`config.mk`:
```
export PLATFORM = sky130hd
export DESIGN_NAME = alu_pipe
export DESIGN_NICKNAME = d
export VERILOG_FILES = /design/src/rtl/alu_pkg.sv /design/src/rtl/mul_iter.sv /design/src/rtl/alu_pipe.sv
export SDC_FILE = /design/constraint.sdc
export NUM_CORES = 1
export LEC_CHECK = 0
export CAP_MARGIN = 0
export CORE_AREA = 2 2 221 202
export DETAILED_ROUTE_END_ITERATION = 12
export DIE_AREA = 0 0 223 204
export PLACE_DENSITY = 0.64
export SYNTH_ARGS = -nofsm -noshare
export SYNTH_HDL_FRONTEND = slang
export SYNTH_SLANG_ARGS = --single-unit
```
`constraint.sdc`:
```
create_clock -name clk -period 4 [get_ports clk]
set_input_delay 0.8 -clock clk [delete_from_list [all_inputs] [get_ports clk]]
set_output_delay 0.8 -clock clk [all_outputs]
set_load 0.02 [all_outputs]
```
`src/rtl/alu_pkg.sv`:
```
// alu_pkg: opcodes, flag bit indices and FSM states shared by alu_pipe and its bench
package alu_pkg;
  localparam logic [3:0] OP_ADD  = 4'd0;
  localparam logic [3:0] OP_SUB  = 4'd1;
  localparam logic [3:0] OP_AND  = 4'd2;
  localparam logic [3:0] OP_OR   = 4'd3;
  localparam logic [3:0] OP_XOR  = 4'd4;
  localparam logic [3:0] OP_SLT  = 4'd5;
  localparam logic [3:0] OP_SLTU = 4'd6;
  localparam logic [3:0] OP_SLL  = 4'd7;
  localparam logic [3:0] OP_SRL  = 4'd8;
  localparam logic [3:0] OP_SRA  = 4'd9;
  localparam logic [3:0] OP_MUL  = 4'd10;
  localparam int F_ZERO  = 0;
  localparam int F_NEG   = 1;
  localparam int F_CARRY = 2;
  localparam int F_OVF   = 3;
  localparam int F_ILL   = 4;
  typedef enum logic {IDLE, BUSY} state_e;
endpackage

```
`src/rtl/mul_iter.sv`:
```
// mul_iter: shift-add multiplier, start loads a/b, done flags the WIDTH-th edge on which p is the low WIDTH bits of a*b
module mul_iter #(
  parameter int WIDTH = 32
) (
  input  logic             clk,
  input  logic             rst_n,
  input  logic             start,
  input  logic [WIDTH-1:0] a,
  input  logic [WIDTH-1:0] b,
  output logic             done,
  output logic [WIDTH-1:0] p
);
  localparam int CW = $clog2(WIDTH);
  logic [WIDTH-1:0] mc_q, mp_q, acc_q;
  logic [CW-1:0] cnt_q;
  logic run_q;
  assign done = run_q && cnt_q == CW'(WIDTH - 1);
  assign p = acc_q + (mp_q[0] ? mc_q : '0);
  always_ff @(posedge clk or negedge rst_n) begin
    if (!rst_n) begin
      mc_q  <= '0;
      mp_q  <= '0;
      acc_q <= '0;
      cnt_q <= '0;
      run_q <= 1'b0;
    end else if (start) begin
      mc_q  <= a;
      mp_q  <= b;
      acc_q <= '0;
      cnt_q <= '0;
      run_q <= 1'b1;
    end else if (run_q) begin
      mc_q  <= mc_q << 1;
      mp_q  <= mp_q >> 1;
      acc_q <= p;
      cnt_q <= cnt_q + CW'(1);
      run_q <= !done;
    end
  end
endmodule

```
`src/rtl/alu_pipe.sv`:
```
// alu_pipe: single-cycle ALU plus iterative MUL with valid/ready in and out, registered result and {ill,ovf,carry,neg,zero} flags
module alu_pipe
  import alu_pkg::*;
#(
  parameter int WIDTH = 32
) (
  input  logic             clk,
  input  logic             rst_n,
  input  logic             in_valid,
  output logic             in_ready,
  input  logic [WIDTH-1:0] a,
  input  logic [WIDTH-1:0] b,
  input  logic [3:0]       op,
  output logic             out_valid,
  input  logic             out_ready,
  output logic [WIDTH-1:0] result,
  output logic [4:0]       flags
);
  localparam int SW = $clog2(WIDTH);
  state_e state_q, state_d;
  logic ov_q, ov_d;
  logic [WIDTH-1:0] res_q, res_d, alu_r, prod, bb;
  logic [4:0] flg_q, flg_d, alu_f;
  logic [WIDTH:0] sum;
  logic [SW-1:0] sh;
  logic sub, arith, accept, mul_start, mul_done;
  assign in_ready = state_q == IDLE && (!ov_q || out_ready);
  assign accept = in_valid && in_ready;
  assign mul_start = accept && op == OP_MUL;
  assign sub = op == OP_SUB;
  assign arith = op == OP_ADD || sub;
  assign bb = sub ? ~b : b;
  assign sum = {1'b0, a} + {1'b0, bb} + (WIDTH + 1)'(sub);
  assign sh = b[SW-1:0];
  always_comb begin
    alu_r = '0;
    case (op)
      OP_ADD, OP_SUB: alu_r = sum[WIDTH-1:0];
      OP_AND:  alu_r = a & b;
      OP_OR:   alu_r = a | b;
      OP_XOR:  alu_r = a ^ b;
      OP_SLT:  alu_r = {{(WIDTH - 1){1'b0}}, $signed(a) < $signed(b)};
      OP_SLTU: alu_r = {{(WIDTH - 1){1'b0}}, a < b};
      OP_SLL:  alu_r = a << sh;
      OP_SRL:  alu_r = a >> sh;
      OP_SRA:  alu_r = $signed(a) >>> sh;
      default: alu_r = '0;
    endcase
    alu_f = '0;
    alu_f[F_CARRY] = arith && sum[WIDTH];
    alu_f[F_OVF] = arith && a[WIDTH-1] == bb[WIDTH-1] && sum[WIDTH-1] != a[WIDTH-1];
    alu_f[F_NEG] = alu_r[WIDTH-1];
    alu_f[F_ZERO] = alu_r == '0;
    alu_f[F_ILL] = op > OP_MUL;
  end
  always_comb begin
    state_d = mul_done ? IDLE : mul_start ? BUSY : state_q;
    ov_d = mul_done || (accept && !mul_start) || (ov_q && !out_ready);
    res_d = mul_done ? prod : (accept && !mul_start) ? alu_r : res_q;
    flg_d = mul_done ? {3'b000, prod[WIDTH-1], prod == '0} : (accept && !mul_start) ? alu_f : flg_q;
  end
  always_ff @(posedge clk or negedge rst_n) begin
    if (!rst_n) begin
      state_q <= IDLE;
      ov_q    <= 1'b0;
      res_q   <= '0;
      flg_q   <= '0;
    end else begin
      state_q <= state_d;
      ov_q    <= ov_d;
      res_q   <= res_d;
      flg_q   <= flg_d;
    end
  end
  mul_iter #(.WIDTH(WIDTH)) u_mul (
    .clk   (clk),
    .rst_n (rst_n),
    .start (mul_start),
    .a     (a),
    .b     (b),
    .done  (mul_done),
    .p     (prod)
  );
  assign out_valid = ov_q;
  assign result = res_q;
  assign flags = flg_q;
endmodule

```
======== Word-level counts from Yosys, hierarchy flattened ========
Index checks and enable logic that the tools add are counted.
storage, ports and cells
  logic and storage cells ................. 80
  register bits ........................... 141
operators by class
  reductions and logical operators ........ 24
  muxes and demuxes ....................... 19
  bitwise gates (word level) .............. 5
  add/sub/neg operators ................... 4
  shift operators ......................... 3
  order comparisons ....................... 3
  eq/ne operators ......................... 13
operator list
  kind                   number
  $mux W32               10
  $pmux W32 S9           1
  $logic_not A32 Y1      2
  $lt A32 B32 Y1         2
  $add A32 B32 Y33       1
  $add A33 B1 Y33        1
  $add A32 B32 Y32       1
  $and A32 B32 Y32       1
  $not A32 Y32           1
  $or A32 B32 Y32        1
  $shl A32 B5 Y32        1
  $shr A32 B5 Y32        1
  $sshr A32 B5 Y32       1
  $xor A32 B32 Y32       1
  $mux W5                4
  $eq A4 B3 Y1 const B   4
  $eq A4 B4 Y1 const B   3
  $logic_and A1 B1 Y1    9
  $eq A4 B2 Y1 const B   2
  $reduce_bool A2 Y1     3
  $add A5 B1 Y5 const B  1
  $eq A5 B5 Y1 const B   1
  $eq A4 B1 Y1 const B   1
  $gt A4 B4 Y1 const B   1
  8 further kinds        17

======== Logic depth before layout (Yosys ltp) ========
Gate-level depths: netlist of the first run.
  word-level depth ........................ 9
  mapped depth ............................ 18
  depth with buffers taken out ............ 15

======== Hierarchy ========
Synthesis of the first run repeated with hierarchy kept, for this count alone.
second synthesis, totals
  cells, all modules ...................... 2027
  area total of the unflattened synthesis .. 17098.9 µm²
by module, submodules not included
  module    area an instance (µm²)  cells an instance  instances
  alu_pipe  10671.5                 1328               1
  mul_iter  6427.4                  699                1

======== Worst setup path before layout of the first run ========
OpenSTA, ideal clock, no wires.
  path kind ............................... input-to-reg
  start point ............................. input op[0]
  end point ............................... register flg_q[0] (netlist: flags[0])
  setup slack ............................. -1000 ps
  cell stages on the path ................. 18
  data arrival time ....................... 4934 ps
  path buffers ............................ 4
  library setup time ...................... 66 ps
  cells stage by stage .................... buf_2 nor4b_1 buf_2 buf_1 xnor2_1 ha_1 buf_6 a21o_1 a221o_1 or3_1 o21a_2 o2111a_2 o21ai_1 o21ai_1 a211o_1 or4_1 o31ai_1 a31o_1
on the way
  cells in the longest elaborated chain, start to end .. 8
RTL lines
  item                   RTL line                        source
  start, declared        alu_pipe.sv:13                  input logic [3:0] op,
  $eq A4 B1 Y1           alu_pipe.sv:30, alu_pipe.sv:37
  $mux W32               alu_pipe.sv:32                  assign bb = sub ? ~b : b;
  $add A32 B32 Y33       alu_pipe.sv:33                  assign sum = {1'b0, a} + {1'b0, bb} + (WIDTH + 1)'(sub);
  $add A33 B1 Y33        alu_pipe.sv:33
  $pmux W32 S9           alu_pipe.sv:37                  case (op)
  $logic_not A32 Y1      alu_pipe.sv:53                  alu_f[F_ZERO] = alu_r == '0;
  $mux W5 (2 in series)  alu_pipe.sv:60                  flg_d = mul_done ? {3'b000, prod[WIDTH-1], prod == '0} : (accept && !mul_start) ? alu_f : flg_q;
  end signal, assigned   alu_pipe.sv:72                  flg_q <= flg_d;
  end, declared          alu_pipe.sv:23                  logic [4:0] flg_q, flg_d, alu_f;
Parallel ways exist; a longest one is shown, timed or not. The select of a mux whose other input is x is not followed.
A chain may end at the register's enable or synchronous reset.

======== Final worst setup path of the first run ========
  start point ............................. input op[2]
  end point ............................... register flg_q[0] (netlist: flags[0])
Same word-level chain as after synthesis.

==> flow_summary.toml, run 1 <==
[global_route]
grt_first_pass_wirelength_microns = 127000
grt_pass1_vias = 19500
gr-total-overflow = 0
grt_max_degree = 99
antenna_found_initial = 1
grt_use_total_pct = 37.3

[die]
die-area_sq_um = 45500
fp.dieW_microns = 223
row_count = 73
io_pins = 111
core_area_sq_um = 43400
die_h_microns = 204
initial_core_util_pct = 39.4

[routing]
wire_per_inst_microns = 25.2
dr_total_vias = 19800
dr.pass1.iters = 6
drt-vias-per-instance = 5.92
drtAntennaViolNets = 0
post-route-drc-count = 0
dr.first_iter.drc_count = 2086
wl_microns = 84600

[setup_path]
worstSetupPathType = "input pin to flop"
worstPathArrival_ns = 4.67
cp_max_fo = 6
critPathCaptureType = "flop"
startpoint_type = "input pin"
required_ns = 4.42

[clock_network]
root_buffer = "clkbuf_16"
cts_max_path_buffers = 2
insertion_delay_ns = 0.49
clock_sink_count = 140
clk_pin_slew_ns = 0.07
cts_buffers = 17
htree_levels = 4
cts_tree = "done"
cts_hold_buf = 0

[sta]
period_needed_ns = 4.25
tightest_slew_ns = 0.793
rsz0062_at_grt = "true"
slew_headroom_pct = 47.2
report.final.slew_viol_count = 0
setup_ws_ns = -0.252
hold_viol_final = 0
fin_crit_sh_pct = 106
clock_skew_ns = 0.0131
fmax_mhz = 235
final-setup-viol-count = 3

[layout]
fill_cells = 4004
stdcell_area_sq_um = 24900
nets = 3009
drive_above_1_share_pct = 32.7
final_util_pct = 57.4
area_growth_pct = 45.6

[yosys]
syn_inst = 2121
ys_seq_area_share_pct = 20.5
async_reset_ff_share_pct = 100
synth_top_area_cell = "dfrtp_1"
syn_area_sq_um = 17100
netlist_top_cells_count = "239 x nor2_1, 201 x a21oi_1, 176 x nand2_1"
synth_seq_cells = 140
synth_top_cell_area_share_pct = 20.5
yosysMostFrequentCell = "nor2_1"
syn-num-nets = 2356
ys_types = 93
yosysWarnings = 0
ys.flop_type = "dfrtp_1"
avgSynthCellArea_sq_um = 8.06
synth_area_leaders = "dfrtp_1 20%, ha_1 12%, mux2i_1 8.3%, a21oi_1 5.9%, mux4_2 5.7%"
synth_edf_count = 0

[outcome]
violations = "negative setup slack"
status = "finished, violations left"

[placed_design]
gp_congestion = 1.01
port_buffers = 110
dpl.hpwl_microns = 68100
placed_cell_area_sq_um = 23500

[min_path]
hold_class = "input pin to async pin"

[pwr]
peakVddDrop_mv = 0.447
p_leak_nw = 11.6
powerDensity_nw_per_um2 = 569

[flow_run]
max_cap_violations = 0
power breakdown:
part           switching [mW]  total [mW]  internal (mW)
combinational            5.18        9.87           4.70
sequential              0.486        2.59           2.11
clock                   0.709        1.70          0.995
cell type report:
cell class	instances	area (sq um)	area share (%)
Multi-Input combinational cell	1715	13100	52.5
Timing Repair Buffer	801	6630	26.6
Sequential cell	140	3510	14.1
Tap cell	562	703	2.82
Clock buffer	18	439	1.76
Inverter	99	373	1.50
Clock inverter	13	165	0.663
Antenna cell	2	5.00	0.0201
cell usage in the layout (no fill, tap or decap), types with 15 or more instances in the layout:
master / netlist / final
buf_4: 11 / 659
nor2_1: 239 / 236
a21oi_1: 201 / 184
nand2_1: 176 / 175
ha_1: 161 / 155
mux2i_1: 141 / 141
dfrtp_1: 140 / 139
clkdlybuf4s50_1: 0 / 99
inv_1: 96 / 93
o21ai_0: 98 / 83
xnor2_1: 55 / 47
mux4_2: 43 / 43
nand3_1: 40 / 37
and2_1: 37 / 36
o211ai_1: 35 / 35
nand4_1: 30 / 30
a211oi_1: 32 / 30
a21o_1: 28 / 28
buf_12: 0 / 27
a22oi_1: 26 / 26
mux2_2: 23 / 23
nor3_1: 24 / 20
nor2b_1: 18 / 17
a221oi_1: 19 / 17
clkbuf_16: 0 / 17
xor2_1: 18 / 16
o21a_1: 15 / 15
nor4_1: 20 / 15
registers in the layout, summed over array words and instances, names as in the netlist:
| name | flops |
|---|---|
| flags | 5 |
| out_valid | 1 |
| result | 31 |
| state_q | 1 |
| u_mul.acc_q | 32 |
| u_mul.cnt_q | 5 |
| u_mul.mc_q | 32 |
| u_mul.mp_q | 32 |
| u_mul.run_q | 1 |
metrics by stage:
step	setup TNS [ns]	power, mW	hold WS [ns]	setup WS [ns]	std cells
floorplan	-0.766	7.49	0.467	-0.565	2121
global placement	-17.49	11.6	0.481	-1.27	3294
detailed placement	-19.59	11.8	0.504	-1.34	3294
CTS	-0.161	13.7	0.393	-0.161	3342
global route	-0.814	15.1	0.441	-0.348	3348
finish	-0.382	14.2	0.385	-0.252	3350
final timing paths:
check | startpoint | end | slack [ns] | cells past startpoint
worst max-delay path | op[2] | flags[0] | -0.25 | 16
worst min-delay path | rst_n | u_mul.acc_q[7] | 0.39 | 1
worst max register to register | u_mul.mp_q[0] | flags[0] | -0.06 | 16
worst min register to register | out_valid | out_valid | 0.53 | 2
max in group asynchronous | rst_n | u_mul.mp_q[23] | 2.73 | 2
min in group clk | out_valid | out_valid | 0.53 | 2
cells by family (layout without fill, tap and decap cells):
| group | Yosys count | after routing | share of synthesized area (%) |
|---|---|---|---|
| and+or+nand+nor | 663 | 663 | 18.3 |
| AOI/OAI and AO/OA | 609 | 609 | 23.3 |
| buffers and inverters | 266 | 931 | 6.72 |
| muxes | 207 | 207 | 15.4 |
| adders and majority gates | 163 | 163 | 12.0 |
| DFF | 140 | 140 | 20.5 |
| xor gates and xnor gates | 73 | 73 | 3.74 |
| other | 0 | 2 | 0 |
repair_timing:
action	CTS	global route
gates resized for setup	79	81
setup buffers	17	6
pin swaps	33	63
endpoints found under the setup margin	25	16
layer usage:
metal	global-route usage, %	routed length [microns]	vias to the layer above	share of wire [%]
li1	-	-	9100	-
met3	7.25	6490	160	7.7
met2	56.8	36400	816	43
met5	0	0	-	0
met4	13.5	3090	0	3.7
met1	52.5	38600	9766	46
worst max-delay path, cell delays in order:
cell and delay, ns:
buf_6 0.10, nor4b_4 0.32, buf_12 0.20, xnor2_2 0.07
ha_1 0.32, and2_4 0.15, a221o_1 0.36, or3_4 0.41
o21a_4 0.26, o2111a_2 0.30, o21ai_2 0.14, o21ai_2 0.07
a211o_1 0.26, or4_4 0.53, o31ai_4 0.22, a31o_1 0.12
(Power assumes the default switching activity.)
==> inputs of run 2 (changes only) <==
--- a/constraint.sdc
+++ b/constraint.sdc
@@ -3,2 +3,2 @@
 set_output_delay 0.8 -clock clk [all_outputs]
-set_load 0.02 [all_outputs]
+set_load 0.1 [all_outputs]
==> run 2 against run 1 <==
  * The flow still finishes with violations (negative setup slack)
  * Non-clock buffer count down 12
  * Clock power increased by 5%
  * Cell count fell by 0.39%
  * First-iteration DRC count down 1.7%
  * Critical path type unchanged
  * Critical endpoint unchanged
  * Largest cell class unchanged
  * Highest routed layer unchanged
==> flow_summary.toml, run 2 (synthesis results as in run 1) <==
[outcome]
status = "finished, violations left"
violations = "negative setup slack"

[die]
die_h_microns = 204
die-area_sq_um = 45500
core_area_sq_um = 43400
initial_core_util_pct = 39.4
row_count = 73
io_pins = 111
fp.dieW_microns = 223

[placed_design]
gp_congestion = 1.05
dp_cells = 3291
port_buffers = 110
dpl.hpwl_microns = 66700

[pwr]
powerDensity_nw_per_um2 = 617
peakVddDrop_mv = 0.419
p_leak_nw = 11.4

[clock_network]
htree_levels = 4
root_buffer = "clkbuf_16"
cts_max_path_buffers = 2
cts_tree = "done"
cts_hold_buf = 0
clock_sink_count = 140
cts_buffers = 17
clk_pin_slew_ns = 0.07
insertion_delay_ns = 0.49

[global_route]
grtUsageMet1_pct = 50.0
gr-total-overflow = 0
use_met2_pct = 55.7
grt_use_total_pct = 36.3
antenna_found_initial = 0
grt_first_pass_wirelength_microns = 123000
use_met3_pct = 7.03
grt_max_degree = 80
grt_pass1_vias = 19500
top_usage_layer = "met2"

[layout]
reg_top3 = "u_mul.acc_q x32, u_mul.mc_q x32, u_mul.mp_q x32"
layout_common_cells = "662 x buf_4, 238 x nor2_1, 187 x a21oi_1"
area_growth_pct = 43.2
nets = 2997
final_util_pct = 56.4
drive_above_1_share_pct = 31.6
final_common_cell = "buf_4"
antenna_cells = 0
instances_no_fill = 3337

[flow_run]
max_cap_violations = 0

[sta]
rsz0062_at_grt = "true"
fin_crit_sh_pct = 106
final-setup-viol-count = 3
hold_viol_final = 0
report.final.slew_viol_count = 0
clock_skew_ns = 0.0139
slew_headroom_pct = 31.0
fmax_mhz = 235
tightest_slew_ns = 1.03
setup_ws_ns = -0.253
period_needed_ns = 4.25

[setup_path]
startpoint_type = "input pin"
cp_max_fo = 2
cpMaxStageDelayCell = "clkdlybuf4s50_1"
path_common_cell = "buf_4"
startpoint = "a[1]"
slowest_delay_ns = 0.56
required_ns = 4.44
worstPathArrival_ns = 4.69
worstSetupPathType = "input pin to flop"
crit_chain = "clkdlybuf4s50_1 -> inv_1 -> ha_1 -> nor2_1 -> o21ai_0 -> a21oi_2 -> buf_4 -> a2111oi_0 -> buf_4 -> a21oi_1 -> buf_4 -> o21a_1 -> mux2_2 -> nand2_1 -> or4_4 -> o31ai_2 -> a31o_1"
critPathCaptureType = "flop"
r2r_start = "u_mul.mp_q[0]"

[routing]
drt-vias-per-instance = 5.93
post-route-drc-count = 0
dr_total_vias = 19800
dr.pass1.iters = 5
wl_microns = 82400
wire_per_inst_microns = 24.7
drtAntennaViolNets = 0
dr.first_iter.drc_count = 2050

[min_path]
hold_class = "input pin to async pin"
[run 2: metal layers]
layer | part of all wire [%] | vias up | wire length (microns)
li1 | - | 9060 | -
met1 | 45 | 9747 | 37200
met2 | 43 | 832 | 35600
met3 | 7.3 | 165 | 6050
met4 | 4.3 | 0 | 3540
met5 | 0 | - | 0
[run 2: area by class of cell]
class	count	area [sq um]
multi-input combinational	1715	12900
clock buffer	19	453
inverter	99	372
tap	562	703
clock inverter	13	188
fill	4072	18900
sequential	140	3510
timing repair buffer	789	6390
[run 2: repair_timing]
| action | in CTS | in global routing |
|---|---|---|
| gates resized for setup | 47 | 65 |
| endpoints found under the setup margin | 24 | 18 |
| pin swaps | 15 | 22 |
| buffers inserted | 5 | 9 |
| gates cloned | 0 | 0 |
[run 2: power breakdown]
group	switching [mW]	total [mW]	internal, mW
clock	0.710	1.79	1.08
sequential	0.534	2.64	2.11
combinational	6.13	10.7	4.54
total	7.37	15.1	7.72
[run 2: through the flow]
| step | TNS, ns | power [mW] | setup slack (ns) | instance area, sq um | hold slack [ns] |
|---|---|---|---|---|---|
| floorplan | -0.842 | 8.58 | -0.565 | 17200 | 0.467 |
| global placement | -17.87 | 12.6 | -1.18 | 23400 | 0.480 |
| detailed placement | -20.09 | 12.7 | -1.29 | 23400 | 0.500 |
| CTS | -0.185 | 14.7 | -0.185 | 24100 | 0.349 |
| global route | -1.02 | 16.0 | -0.349 | 24500 | 0.391 |
| finish | -0.302 | 15.1 | -0.253 | 24500 | 0.326 |
[run 2: critical path, delay by kind of cell]
family	cells	cell delay, ns
compound gates	7	1.49
fa+ha+maj	1	0.30
simple gates	3	0.62
buf+inv	5	1.18
mux	1	0.28
[run 2: worst paths after layout]
check                            endpoint  slack, ns  depth (start not counted)
setup / recovery                 flags[0]      -0.25                         17
hold / removal             u_mul.acc_q[7]       0.33                          1
min in group clk           u_mul.mp_q[31]       0.51                          2
max in group asynchronous      result[12]       2.82                          2
setup reg to reg                 flags[0]      -0.10                         17
hold reg to reg            u_mul.mp_q[31]       0.51                          2
